`config.mk`:
```
export PLATFORM = sky130hd
export DESIGN_NAME = tdc_phase_avg
export DESIGN_NICKNAME = d
export VERILOG_FILES = /design/src/rtl/tdc_pkg.sv /design/src/rtl/tdc_phase_wrap.sv /design/src/rtl/tdc_phase_avg.sv
export SDC_FILE = /design/constraint.sdc
export NUM_CORES = 1
export LEC_CHECK = 0
export ABC_AREA = 1
export CAP_MARGIN = 20
export CELL_PAD_IN_SITES_DETAIL_PLACEMENT = 1
export CELL_PAD_IN_SITES_GLOBAL_PLACEMENT = 1
export CORE_MARGIN = 10
export CORE_UTILIZATION = 42
export CTS_CLUSTER_SIZE = 12
export DETAILED_ROUTE_END_ITERATION = 10
export GPL_TIMING_DRIVEN = 0
export PLACE_DENSITY_LB_ADDON = 0.15
export SLEW_MARGIN = 30
export SYNTH_ARGS = -nofsm -noshare
export SYNTH_HDL_FRONTEND = slang
export SYNTH_SLANG_ARGS = --single-unit
```
`constraint.sdc`:
```
create_clock -name i_clk -period 5.4 [get_ports i_clk]
set_clock_uncertainty 0.2 [all_clocks]
set_input_delay 1.08 -clock i_clk [delete_from_list [all_inputs] [get_ports i_clk]]
set_output_delay 1.08 -clock i_clk [all_outputs]
set_load 0.005 [all_outputs]
```
`src/rtl/tdc_pkg.sv`:
```
// Shared field layout for TDC readings and phase-average results.
// Output width grows by the min/max fields when TDC_PHASE_AVG_MINMAX_EN is defined.
package tdc_pkg;

  // Input word: {t12_valid, t2, t1, t0}, each counter CW bits wide.
  localparam int T0_LSB = 0;

  function automatic int t1_lsb(input int cw);
    return cw;
  endfunction

  function automatic int t2_lsb(input int cw);
    return 2 * cw;
  endfunction

  function automatic int valid_bit(input int cw);
    return 3 * cw;
  endfunction

  function automatic int acc_width(input int cw, input int log2_avg);
    return cw + 1 + log2_avg;
  endfunction

  // Result word: {[max, min,] n_valid, acc}.
  localparam int ACC_LSB = 0;

  function automatic int n_valid_lsb(input int acc_w);
    return acc_w;
  endfunction

  function automatic int min_lsb(input int acc_w, input int log2_avg);
    return acc_w + log2_avg + 1;
  endfunction

  function automatic int max_lsb(input int acc_w, input int cw, input int log2_avg);
    return acc_w + log2_avg + 1 + cw + 1;
  endfunction

  function automatic int out_width(input int acc_w, input int cw, input int log2_avg);
    int w;
    w = acc_w + log2_avg + 1;
`ifdef TDC_PHASE_AVG_MINMAX_EN
    w = w + 2 * (cw + 1);
`else
    w = w + 0 * cw;
`endif
    return w;
  endfunction

endpackage

```
`src/rtl/tdc_phase_wrap.sv`:
```
// Stage A: checks a TDC reading and wraps its first edge t1 into a signed
// phase around the gate period P = t0+1; one register stage with valid/ready.
module tdc_phase_wrap
  import tdc_pkg::*;
#(
  parameter int CW       = 32,
  parameter int IN_WIDTH = 1 + 3 * CW
) (
  input  logic                 clk,
  input  logic                 rst_n,
  input  logic [IN_WIDTH-1:0]  tdata,
  input  logic                 tvalid,
  output logic                 tready,
  input  logic                 advance,
  output logic                 a_valid,
  output logic                 a_ok,
  output logic signed [CW:0]   a_phase
);

  localparam int VB  = valid_bit(CW);
  localparam int T1L = t1_lsb(CW);
  localparam int T2L = t2_lsb(CW);

  logic              v_in;
  logic [CW-1:0]     t0;
  logic [CW-1:0]     t1;
  logic [CW+1:0]     period;
  logic [CW+1:0]     two_t1;
  logic [CW:0]       wrapped;
  logic signed [CW:0] phase_c;
  logic              unused_t2;

  assign v_in      = tdata[VB];
  assign t1        = tdata[T1L +: CW];
  assign t0        = tdata[T0_LSB +: CW];
  assign unused_t2 = ^tdata[T2L +: CW];

  // Compare in CW+2 bits so that 2*t1 and t0+1 never overflow.
  assign period  = {2'b00, t0} + (CW+2)'(1);
  assign two_t1  = {1'b0, t1, 1'b0};
  assign wrapped = {1'b0, t1} - ({1'b0, t0} + (CW+1)'(1));
  assign phase_c = (two_t1 >= period) ? $signed(wrapped) : $signed({1'b0, t1});

  // Valid/ready: a reading transfers on any edge where tvalid && tready;
  // the stage accepts whenever it is empty or its content moves on this edge.
  assign tready = !a_valid || advance;

  always_ff @(posedge clk or negedge rst_n) begin
    if (!rst_n) begin
      a_valid <= 1'b0;
      a_ok    <= 1'b0;
      a_phase <= '0;
    end else if (tready) begin
      a_valid <= tvalid;
      if (tvalid) begin
        a_ok    <= v_in && (t1 <= t0);
        a_phase <= phase_c;
      end
    end
  end

endmodule

```
`src/rtl/tdc_phase_avg.sv`:
```
// Averages wrapped TDC phases over windows of 2^LOG2_AVG readings and emits
// {[max, min,] n_valid, acc} per window. Optional min/max: TDC_PHASE_AVG_MINMAX_EN.
module tdc_phase_avg
  import tdc_pkg::*;
#(
  parameter int COUNTER_WIDTH = 32,
  parameter int IN_WIDTH      = 1 + 3 * COUNTER_WIDTH,
  parameter int LOG2_AVG      = 4,
  parameter int ACC_WIDTH     = COUNTER_WIDTH + 1 + LOG2_AVG,
  parameter int OUT_WIDTH     = out_width(ACC_WIDTH, COUNTER_WIDTH, LOG2_AVG)
) (
  input  logic                  i_clk,
  input  logic                  i_rst_n,
  input  logic [IN_WIDTH-1:0]   i_s_axis_tdata,
  input  logic                  i_s_axis_tvalid,
  output logic                  o_s_axis_tready,
  output logic [OUT_WIDTH-1:0]  o_m_axis_tdata,
  output logic                  o_m_axis_tvalid,
  input  logic                  i_m_axis_tready
);

  localparam int CW = COUNTER_WIDTH;
  localparam logic [LOG2_AVG:0] LAST_IDX = (LOG2_AVG+1)'((1 << LOG2_AVG) - 1);

  logic                        a_valid;
  logic                        a_ok;
  logic signed [CW:0]          a_phase;
  logic                        advance;
  logic                        wrap_ready;
  logic                        consume;
  logic                        is_final;

  logic signed [ACC_WIDTH-1:0] acc;
  logic signed [ACC_WIDTH-1:0] acc_next;
  logic signed [ACC_WIDTH-1:0] phase_ext;
  logic [LOG2_AVG:0]           n_valid;
  logic [LOG2_AVG:0]           n_next;
  logic [LOG2_AVG:0]           idx;
  logic                        m_valid;
  logic [OUT_WIDTH-1:0]        m_data;
  logic [OUT_WIDTH-1:0]        result;

  tdc_phase_wrap #(
    .CW       (CW),
    .IN_WIDTH (IN_WIDTH)
  ) u_wrap (
    .clk     (i_clk),
    .rst_n   (i_rst_n),
    .tdata   (i_s_axis_tdata),
    .tvalid  (i_s_axis_tvalid),
    .tready  (wrap_ready),
    .advance (advance),
    .a_valid (a_valid),
    .a_ok    (a_ok),
    .a_phase (a_phase)
  );

  // Only a window-final reading needs the output register, so only it can stall.
  assign is_final = (idx == LAST_IDX);
  assign advance  = !(is_final && m_valid && !i_m_axis_tready);
  assign consume  = a_valid && advance;

  assign phase_ext = ACC_WIDTH'(a_phase);
  assign acc_next  = a_ok ? (acc + phase_ext) : acc;
  assign n_next    = n_valid + (LOG2_AVG+1)'(a_ok);

`ifdef TDC_PHASE_AVG_MINMAX_EN
  logic signed [CW:0] min_r;
  logic signed [CW:0] max_r;
  logic signed [CW:0] min_next;
  logic signed [CW:0] max_next;

  // The first valid reading of a window seeds both extremes.
  always_comb begin
    min_next = min_r;
    max_next = max_r;
    if (a_ok) begin
      if ((n_valid == '0) || (a_phase < min_r)) min_next = a_phase;
      if ((n_valid == '0) || (a_phase > max_r)) max_next = a_phase;
    end
  end

  assign result = {max_next, min_next, n_next, acc_next};
`else
  assign result = {n_next, acc_next};
`endif

  always_ff @(posedge i_clk or negedge i_rst_n) begin
    if (!i_rst_n) begin
      acc     <= '0;
      n_valid <= '0;
      idx     <= '0;
      m_valid <= 1'b0;
      m_data  <= '0;
`ifdef TDC_PHASE_AVG_MINMAX_EN
      min_r   <= '0;
      max_r   <= '0;
`endif
    end else begin
      if (m_valid && i_m_axis_tready) begin
        m_valid <= 1'b0;
      end
      if (consume) begin
        if (is_final) begin
          m_data  <= result;
          m_valid <= 1'b1;
          acc     <= '0;
          n_valid <= '0;
          idx     <= '0;
`ifdef TDC_PHASE_AVG_MINMAX_EN
          min_r   <= '0;
          max_r   <= '0;
`endif
        end else begin
          acc     <= acc_next;
          n_valid <= n_next;
          idx     <= idx + (LOG2_AVG+1)'(1);
`ifdef TDC_PHASE_AVG_MINMAX_EN
          min_r   <= min_next;
          max_r   <= max_next;
`endif
        end
      end
    end
  end

  assign o_s_axis_tready = i_rst_n && wrap_ready;
  assign o_m_axis_tvalid = m_valid;
  assign o_m_axis_tdata  = m_data;

endmodule

```
Yosys cells after proc, flatten, opt, wreduce, memory -nomap -nowiden
Cells that the tools add are included.
{"block": "word_totals", "out_inout_bits": 44, "reg_bits": 125}
{"block": "op_classes", "n_eq_ne": 1, "n_lt_le_gt_ge": 2, "add_sub_neg": 6, "reduce_logical": 12, "muxes": 8}
{"operator": "37-bit two-way mux", "n": 2}
{"operator": "32-bit by 1-bit adder with 33-bit output (second input constant)", "n": 2}
{"operator": "37-bit by 33-bit adder with 37-bit output", "n": 1}
{"operator": "33-bit by 34-bit >= comparator with 1-bit output", "n": 1}
{"operator": "33-bit two-way mux", "n": 1}
{"operator": "32-bit by 33-bit subtractor with 33-bit output", "n": 1}
{"operator": "32-bit <= comparator", "n": 1}
{"operator": "5-bit two-way mux", "n": 2}
{"operator": "1-bit logical AND", "n": 6}
{"operator": "5-bit by 1-bit adder with 5-bit output", "n": 1}
{"operator": "5-bit by 1-bit adder with 5-bit output (second input constant)", "n": 1}
{"operator": "5-bit by 4-bit == test with 1-bit output (second input constant)", "n": 1}
{"operator": "2-bit AND reduction", "n": 2}
{"operator": "1-bit logical NOT", "n": 3}
{"operator": "1-bit two-way mux", "n": 3}
{"operator": "1-bit logical OR", "n": 1}

Depth between registers and ports, before layout
Gate-level depths: netlist of run 1.
{"block": "logic_depth", "depth_word": 6, "depth_mapped": 23}

By module
Synthesis of run 1 repeated with hierarchy kept, for this count alone.
{"block": "hier_totals", "cells_unflattened": 2035, "hier_area_um2": 12545.8}
{"module": "tdc_phase_avg", "cells_per_inst": 969, "instances": 1, "area_each_um2": 6543.8}
{"module": "tdc_phase_wrap", "cells_per_inst": 1066, "instances": 1, "area_each_um2": 6002.0}

Worst setup path before layout of run 1
OpenSTA, ideal clock, no wires.
{"block": "synth_path", "path_kind": "input port to flip-flop", "startpoint": "input port i_s_axis_tdata[0]", "endpoint": "register u_wrap.a_phase[26]", "slack_ps": 1310, "t_arrival_ps": 3772, "setup_time_ps": 118, "n_path_buf": 1, "stages": 21, "required_time_ps": 5082, "path_cell_list": "ha_1 > nand2_2 > nor3_4 > nand4_4 > nor2_4 > nand4_4 > nor2_4 > nand3_2 > nor2_1 > nand2_1 > ha_1 > inv_1 > nor2_1 > nand3_1 > nor2_1 > nand4_1 > nand4_2 > buf_4 > nand2_1 > nand3_1 > nand2_1"}
{"block": "synth_via", "elab_chain_len": 3, "word_cells_on_any_way": 5, "cone_classes": "3 x add/sub; 1 x order compare; 1 x mux"}
{"item": "start: declaration", "line": "tdc_phase_avg.sv:14", "source": "input logic [IN_WIDTH-1:0] i_s_axis_tdata,"}
{"item": "32-bit by 1-bit adder with 33-bit output", "line": "tdc_phase_wrap.sv:39, tdc_phase_wrap.sv:41"}
{"item": "32-bit by 33-bit subtractor with 33-bit output / 33-bit by 34-bit >= comparator with 1-bit output (equally long branches)", "line": "tdc_phase_wrap.sv:41, tdc_phase_wrap.sv:42"}
{"item": "33-bit two-way mux (*)", "line": "tdc_phase_wrap.sv:42", "source": "assign phase_c = (two_t1 >= period) ? $signed(wrapped) : $signed({1'b0, t1});"}
{"item": "end signal: assignment", "line": "tdc_phase_wrap.sv:57", "source": "a_phase <= phase_c;"}
{"item": "end: declaration", "line": "tdc_phase_wrap.sv:17", "source": "output logic signed [CW:0] a_phase"}
Mark *: on every way between the ends. The rest lies on a longest branch, timed or not.
A chain may end at the register's enable or synchronous reset.

Worst setup path after layout of run 1
{"block": "layout_path", "startpoint": "input port i_s_axis_tdata[0]", "endpoint": "register u_wrap.a_phase[5]"}
Same word-level chain as after synthesis.

==> parameters.txt, run 1 <==
Parameter                              Value

Run status
  Status ... completed

Global routing
  Overall fraction of global-route tracks in use ... 24.2%
  First-pass GRT wire length ... 70,800 um
  Number of antenna violations at the first check in global routing ... 0
  Remaining Overflow, GRT ... 0
  Vias in the first global route ... about 14,000
  Pin count of the biggest net entering global routing ... between 60 and 70

Synth
  Synth unique cells ... 39
  Number of nets in the synthesized netlist ... 2,159
  Synth Register Bits ... 125
  Number of cells produced by synthesis ... a little under 2,000
  Proportion of synthesized chip area in sequential cells ... 25.8%
  Post-Synthesis Cell Area ... roughly 0.012 mm^2
  Mapped Avg Cell Area ... 6.21 um^2
  Yosys Warn Count ... 0

Routing
  Highest routed layer ... met4
  WL met3 ... around 970 um
  Met2 wire len ... about 22,000 um
  Count of antenna-violating nets left after detailed routing ... 0
  Average vias per placed instance ... 5.18
  Number of DRC violations after detailed-routing iteration 0 ... 597
  Routed WL ... between 40,000 and 50,000 um
  Vias ... about 13,000
  Drt first pass iters ... 6
  Total DRC errors in the routed layout ... 0
  Routed len/inst ... about 18 um
  Met1 Routed Length ... approximately 19,000 um

STA
  Sum of negative setup slack ... 0 ns
  Time the final worst path needs with I/O delays and setup ... between 5 and 6 ns
  Unrepaired setup endpoints after global routing ... no
  Final period utilization ... between 90% and 100%
  Slew of the pin with the lowest slew margin ... about 0.85 ns
  Rel. slew slack ... 42.9%
  Max-slew violations ... 0
  Highest clock frequency the design can meet ... ~200 MHz
  Final hold violation count ... 0
  Total setup violations reported at the end of the flow ... 0

Die
  Chip height ... 190 um
  Top-Level Pins ... roughly 150
  Area of the die ... 0.0361 mm^2
  Chip width ... around 190 um
  Cell Rows ... between 60 and 70
  Placeable Area ... roughly 0.029 mm^2
  Starting density of the core ... a little over two fifths

Clocking
  H-tree depth reported by CTS ... 4
  Number of buffers inserted for hold repair after clock tree synthesis ... 0
  Clock buffer count from CTS ... 17
  Clock tree from TritonCTS ... yes
  Clock sink count ... around 130
  Number of buffers between clock root and the deepest sink ... 2
  Clk root buf ... clkbuf_16
  Clk pin slew, worst setup/hold paths ... ~0.06 ns
  Clk_lat worst skew ... around 0.43 ns

Placement
  Area after DPL ... around 0.014 mm^2
  Half-perimeter wire length of the detailed placement result ... 36,400 um
  Count of port buffers added during placement ... 112
  Global placer's final weighted congestion ... 0.940

Worst setup path
  Kind of launch point of the worst setup path ... primary input
  Data arrival time of the critical path ... 5.21 ns
  Type of the worst setup path ... primary input to register
  Category of the worst setup path capture point ... register
  Required time reported for the critical path endpoint ... between 5 and 6 ns
  Critical path fanouts, max ... 10

Worst hold path
  Hold crit path type ... register to register

Layout
  Finished Cell Area ... between 0.01 and 0.015 mm^2
  Most common cell after layout, fill and taps aside ... nand2_1
  Finished Core Util ... just over 50%
  Antenna diode instance count ... 0
  Total number of nets in the final design ... 2,295
  Ratio of cells with drive above 1 in the final layout ... ~4.2%
  Layout overhead on the synthesized area ... 19.3%
  Leading cell types in the layout, fill and taps excluded ... nand2_1, inv_1, nand3_1

Power
  Maximum VDD drop ... ~0.24 mV
  Leakage power summed over all cells ... 7.88 nW
  Pwr Density ... a little under 400 mW/mm^2

Run
  Max Cap Violations ... 0
==> metal layers <==
metal | GRT usage [%] | vias up
li1 | - | 6496
met1 | 28.5 | 6116
met2 | 44.3 | 199
met3 | 2.29 | 72
met4 | 9.46 | 0
met5 | 0 | -
==> metrics by stage <==
step                      setup slack, ns  std cells  total power (W)  hold WS, ns
after detailed placement           -0.798       2449          0.00437        0.269
after global routing              0.00362       2485          0.00618        0.307
after global placement              -2.38       2448          0.00425        0.261
final                               0.306       2485          0.00569        0.281
after floorplan                      1.31       1952          0.00329        0.256
after CTS                          0.0609       2482          0.00572        0.286
==> logic make-up (layout without fill, tap and decap cells) <==
logic type                 Yosys count  count (layout)  share of synthesized area (%)
adders and majority gates          106             106                           11.1
xor gates and xnor gates            57              57                           4.12
buffers and inverters              338             487                           10.6
DFF                                125             125                           25.8
and+or+nand+nor                   1123            1123                           39.5
AOI/OAI and AO/OA                  203             203                           8.97
==> synth_stat cells, drive strengths merged <==
cell	count	share of area, %
nor2	133	4.4
clkbuf	28	0.87
xnor2	21	1.5
nand3b	5	0.31
fa	2	0.33
or2	20	1.0
a31oi	1	0.052
o21bai	8	0.50
dfrtp	125	26
o211ai	8	0.50
nor4	6	0.31
nand3	166	6.9
nor3	19	0.96
o21ai	86	3.5
a22o	1	0.072
o22ai	8	0.41
clkinv	1	0.031
nand2	718	22
nand4	55	3.2
a21o	1	0.062
inv	296	9.2
a21oi	84	3.5
and2	1	0.052
ha	104	11
xor2	36	2.6
a21boi	3	0.19
o21a	3	0.19
buf	13	0.54
==> registers in the layout (all words and copies together) (netlist names) <==
register,flops
n_valid,5
o_m_axis_tdata,42
u_wrap.a_ok,1
idx,5
acc,37
o_m_axis_tvalid,1
u_wrap.a_phase,33
u_wrap.a_valid,1
==> layout make-up <==
| class | count | area (um^2) |
|---|---|---|
| Sequential cell | 125 | 3130 |
| Inverter | 297 | 1110 |
| Multi-Input combinational cell | 1489 | 7740 |
| Buffer | 41 | 171 |
| Timing Repair Buffer | 117 | 1180 |
| Fill cell | 3863 | 14200 |
| Clock buffer | 19 | 443 |
| Tap cell | 384 | 480 |
| Clock inverter | 13 | 213 |
==> where the power goes <==
part | internal (W) | total (W) | switching, W
Sequential | 0.00126 | 0.00152 | 0.000265
Combinational | 0.00111 | 0.00289 | 0.00178
Clock | 0.000832 | 0.00128 | 0.000447
==> path summary, 6_finish.rpt <==
check	startpoint	to	slack, ns	depth (start not counted)
worst max-delay path	i_s_axis_tdata[0]	u_wrap.a_phase[5]	0.31	23
worst min-delay path	o_m_axis_tdata[15]	o_m_axis_tdata[15]	0.28	2
worst max register to register	u_wrap.a_phase[0]	o_m_axis_tdata[22]	2.46	16
worst min register to register	o_m_axis_tdata[15]	o_m_axis_tdata[15]	0.28	2
max in group asynchronous	i_rst_n	acc[30]	3.95	2
min in group asynchronous	i_rst_n	o_m_axis_tdata[2]	0.36	1
==> timing repair <==
item | 4_1_cts | 5_1_grt
setup buffers | 1 | 3
cloned | 0 | 0
pin swaps | 1 | 1
endpoints found under the hold margin | 0 | 0
endpoints found under the setup margin | 33 | 33
gates resized for setup | 0 | 6
==> critical path, cell delays in order <==
cell and delay, ns:
clkdlybuf4s50_1 0.60, ha_1 0.27, nand2_2 0.12, nor3_4 0.29
nand4_4 0.15, nor2_4 0.19, nand4_4 0.15, nor2_4 0.18
nand3_2 0.11, nor2_1 0.11, nand2_1 0.06, ha_1 0.37
inv_1 0.06, nor2_1 0.14, nand3_1 0.18, nor2_4 0.22
nand4_1 0.13, buf_4 0.19, nand4_4 0.14, buf_4 0.21
nand2_1 0.07, nand3_1 0.11, nand2_1 0.07
Power figures use the tool's default switching activity.
==> run 2, diff against run 1 <==
- SKIP_LAST_GASP: not set -> 1
==> results of run 2 <==
The final DEF is identical to that of run 1; final timing and power are the same.
==> run 3, diff against run 2 <==
==> constraint.sdc (replaced) <==
create_clock -name i_clk -period 5.4 [get_ports i_clk]
set_clock_uncertainty 0.2 [all_clocks]
set_input_delay 0.81 -clock i_clk [delete_from_list [all_inputs] [get_ports i_clk]]
set_output_delay 0.81 -clock i_clk [all_outputs]
set_load 0.005 [all_outputs]
==> run 3 against run 2 <==
Via count fell by 0.16%. Setup slack improved by 0.069 ns. Non-clock buffer count fell by 3. Fmax rose by 1.4%. Combinational power barely moved. Sequential power barely moved. Core utilization fell by 0.15 points. First-iteration DRC count fell by 1.3%. Clock power barely moved. Total power barely moved. Cell count fell by 0.12%. Flip-flop and latch count did not move.
==> parameters.txt, run 3 (synthesized netlist as in run 1, its figures left out) <==
Parameter                              Value

Worst setup path
  Critical register-to-register path endpoint ... o_m_axis_tdata[22]
  Required time reported for the critical path endpoint ... 5.51 ns (about the same)
  Crit path from ... i_s_axis_tdata[0]
  Kind of launch point of the worst setup path ... primary input
  Type of the worst setup path ... primary input to register
  Reg-to-reg startpoint ... u_wrap.a_phase[0]
  Slowest CP cell ... clkdlybuf4s50_1
  Number of logic stages on the critical path including buffering ... 22 (-4.3%)
  Last element of the critical path ... u_wrap.a_phase[5]
  Category of the worst setup path capture point ... register
  Length in cells of the worst reg-to-reg path ... 16 (unchanged)
  Critical path fanouts, max ... 10 (unchanged)
  Largest delay share family, worst path ... simple AND/OR/NAND/NOR gates
  Reg-to-reg setup timing slack ... 2.46 ns (about the same)
  Ordered cell list for the critical path ... clkdlybuf4s50_1 > ha_1 > nand2_2 > nor3_4 > nand4_4 > nor2_4 > nand4_4 > nor2_4 > nand3_2 > nor2_1 > nand2_1 > ha_1 > inv_1 > nor2_1 > nand3_1 > nor2_1 > nand4_1 > nand4_2 > buf_4 > nand2_1 > nand3_1 > nand2_1
  Buf/Inv on CP ... 3 (-1)
  Slowest stage delay, CP ... 0.60 ns (about the same)
  Data arrival time of the critical path ... 5.14 ns (-0.07 ns)

Power
  Pwr Density ... 395 mW/mm^2 (+0.36%)
  Leakage power summed over all cells ... 7.86 nW (-0.22%)
  Maximum VDD drop ... 0.241 mV (-0.75%)
  Power Total ... 0.00569 W (about the same)

Die
  Top-Level Pins ... 145 (unchanged)
  Starting density of the core ... 42.4% (unchanged)
  Placeable Area ... 0.0286 mm^2 (unchanged)
  Cell Rows ... 62 (unchanged)
  Area of the die ... 0.0361 mm^2 (unchanged)
  Chip width ... 190 um (unchanged)
  Chip height ... 190 um (unchanged)

Routing
  Drt first pass iters ... 5 (-1)
  Number of DRC violations after detailed-routing iteration 0 ... 589 (-1.3%)
  Routed len/inst ... 17.5 um (about the same)
  Count of antenna-violating nets left after detailed routing ... 0 (unchanged)
  Average vias per placed instance ... 5.18 (about the same)
  Routed WL ... 43,500 um (about the same)
  Total DRC errors in the routed layout ... 0 (unchanged)
  Vias ... 12,900 (-0.16%)

Layout
  Area taken by flip-flops and latches ... 0.00313 mm^2 (unchanged)
  Ratio of cells with drive above 1 in the final layout ... 3.91% (-0.28 points)
  Most common cell after layout, fill and taps aside ... nand2_1
  Leading cell types in the layout, fill and taps excluded ... nand2_1, inv_1, nand3_1
  Layout overhead on the synthesized area ... 18.9%
  Antenna diode instance count ... 0 (unchanged)
  Filler Cell Count ... 3,862 (-0.026%)
  Finished Core Util ... 50.4% (-0.15 points)
  Total number of nets in the final design ... 2,292 (-0.13%)
  Area taken by multi-input logic gates ... 0.00772 mm^2 (-0.26%)
  Max FFs per register ... 42 (unchanged)

Clocking
  Clk pin slew, worst setup/hold paths ... 0.06 ns (about the same)
  Clock sink count ... 125 (unchanged)
  Clk root buf ... clkbuf_16
  Clock buffer count from CTS ... 17 (unchanged)
  Clock tree from TritonCTS ... yes
  Clk_lat worst skew ... 0.43 ns (about the same)
  Gates resized, CTS repair ... 0 (unchanged)
  H-tree depth reported by CTS ... 4 (unchanged)
  Number of buffers between clock root and the deepest sink ... 2 (unchanged)

Global routing
  First-pass GRT wire length ... 70,800 um (unchanged)
  Number of antenna violations at the first check in global routing ... 0 (unchanged)
  Pin count of the biggest net entering global routing ... 65 (unchanged)
  Remaining Overflow, GRT ... 0 (unchanged)
  Vias in the first global route ... 14,000 (unchanged)
  Overall fraction of global-route tracks in use ... 24.2% (unchanged)

STA
  Rel. slew slack ... 43.2% (+0.36 points)
  Time the final worst path needs with I/O delays and setup ... 5.02 ns (-0.0692 ns)
  Slew of the pin with the lowest slew margin ... 0.849 ns (-0.00542 ns)
  Unrepaired setup endpoints after global routing ... no
  Final hold violation count ... 0 (unchanged)
  Worst hold-check slack ... 0.0983 ns (-0.183 ns)
  Total setup violations reported at the end of the flow ... 0 (unchanged)
  Final period utilization ... 93.0% (-1.3 points)
  Sum of negative setup slack ... 0 ns (unchanged)
  Highest clock frequency the design can meet ... 199 MHz (+1.4%)
  Max-slew violations ... 0 (unchanged)

Placement
  Half-perimeter wire length of the detailed placement result ... 36,400 um (unchanged)
  Global placer's final weighted congestion ... 0.940 (unchanged)
  Count of port buffers added during placement ... 112 (unchanged)

Worst hold path
  Hold crit path type ... primary input to async pin

Run status
  Status ... completed

Run
  Max Cap Violations ... 0 (unchanged)
run 3: timing repair:
item	CTS	global route
setup buffers	1	0
setup endpoints to repair	11	0
hold endpoints to repair	0	0
hold buffers	0	0
run 3: area by class of cell:
cell class	instances	share of cell area (%)
Tap cell	384	3.33
Buffer	41	1.18
Clock buffer	19	3.07
Sequential cell	125	21.7
Clock inverter	13	1.47
Timing Repair Buffer	114	8.05
Multi-Input combinational cell	1489	53.5
Inverter	297	7.73
run 3: layer usage:
layer / vias up / GRT usage (%) / wire (um)
met5: - / 0 / 0
met4: 0 / 9.46 / 1400
met3: 68 / 2.29 / 963
met2: 196 / 44.3 / 22100
met1: 6113 / 28.5 / 19000
li1: 6486 / - / -
run 3: power breakdown:
group / total, W / switching, W / internal [W]
Clock: 0.00128 / 0.000447 / 0.000833
Sequential: 0.00152 / 0.000266 / 0.00126
Combinational: 0.00289 / 0.00179 / 0.00111
Total: 0.00569 / 0.00250 / 0.00319
run 3: metrics by stage:
stage | cell area, um^2 | setup slack, ns | cells
2_1_floorplan | 12100 | 1.58 | 1952
3_3_place_gp | 13700 | -1.84 | 2448
3_5_place_dp | 13800 | -0.528 | 2449
4_1_cts | 14400 | 0.331 | 2482
5_1_grt | 14400 | 0.0370 | 2482
6_report | 14400 | 0.376 | 2482
run 3: worst min-delay path by stage:
stage,startpoint,slack (ns),cells after the start,endpoint
final,i_rst_n,0.1,1,o_m_axis_tdata[2]
after global routing,i_rst_n,0.13,1,o_m_axis_tdata[2]
after CTS,i_rst_n,0.11,1,o_m_axis_tdata[2]
after detailed placement,o_m_axis_tdata[15],0.27,2,o_m_axis_tdata[15]
after global placement,o_m_axis_tdata[36],0.26,2,o_m_axis_tdata[36]
after floorplan,u_wrap.a_phase[0],0.26,2,u_wrap.a_phase[0]
run 3: worst register-to-register path, stage by stage, from the launching register on:
cell     delay [ns]
dfrtp_1        0.43
ha_1           0.28
fa_1           0.43
nand2_1        0.08
inv_1          0.05
nand2_1        0.05
nand3_1        0.18
nand2_1        0.11
nand2_1        0.14
nand3_1        0.13
nand2_1        0.13
nand2_1        0.15
nand2_1        0.06
nand2_1        0.06
nand3_1        0.09
nand3_1        0.17
nand2_1        0.07
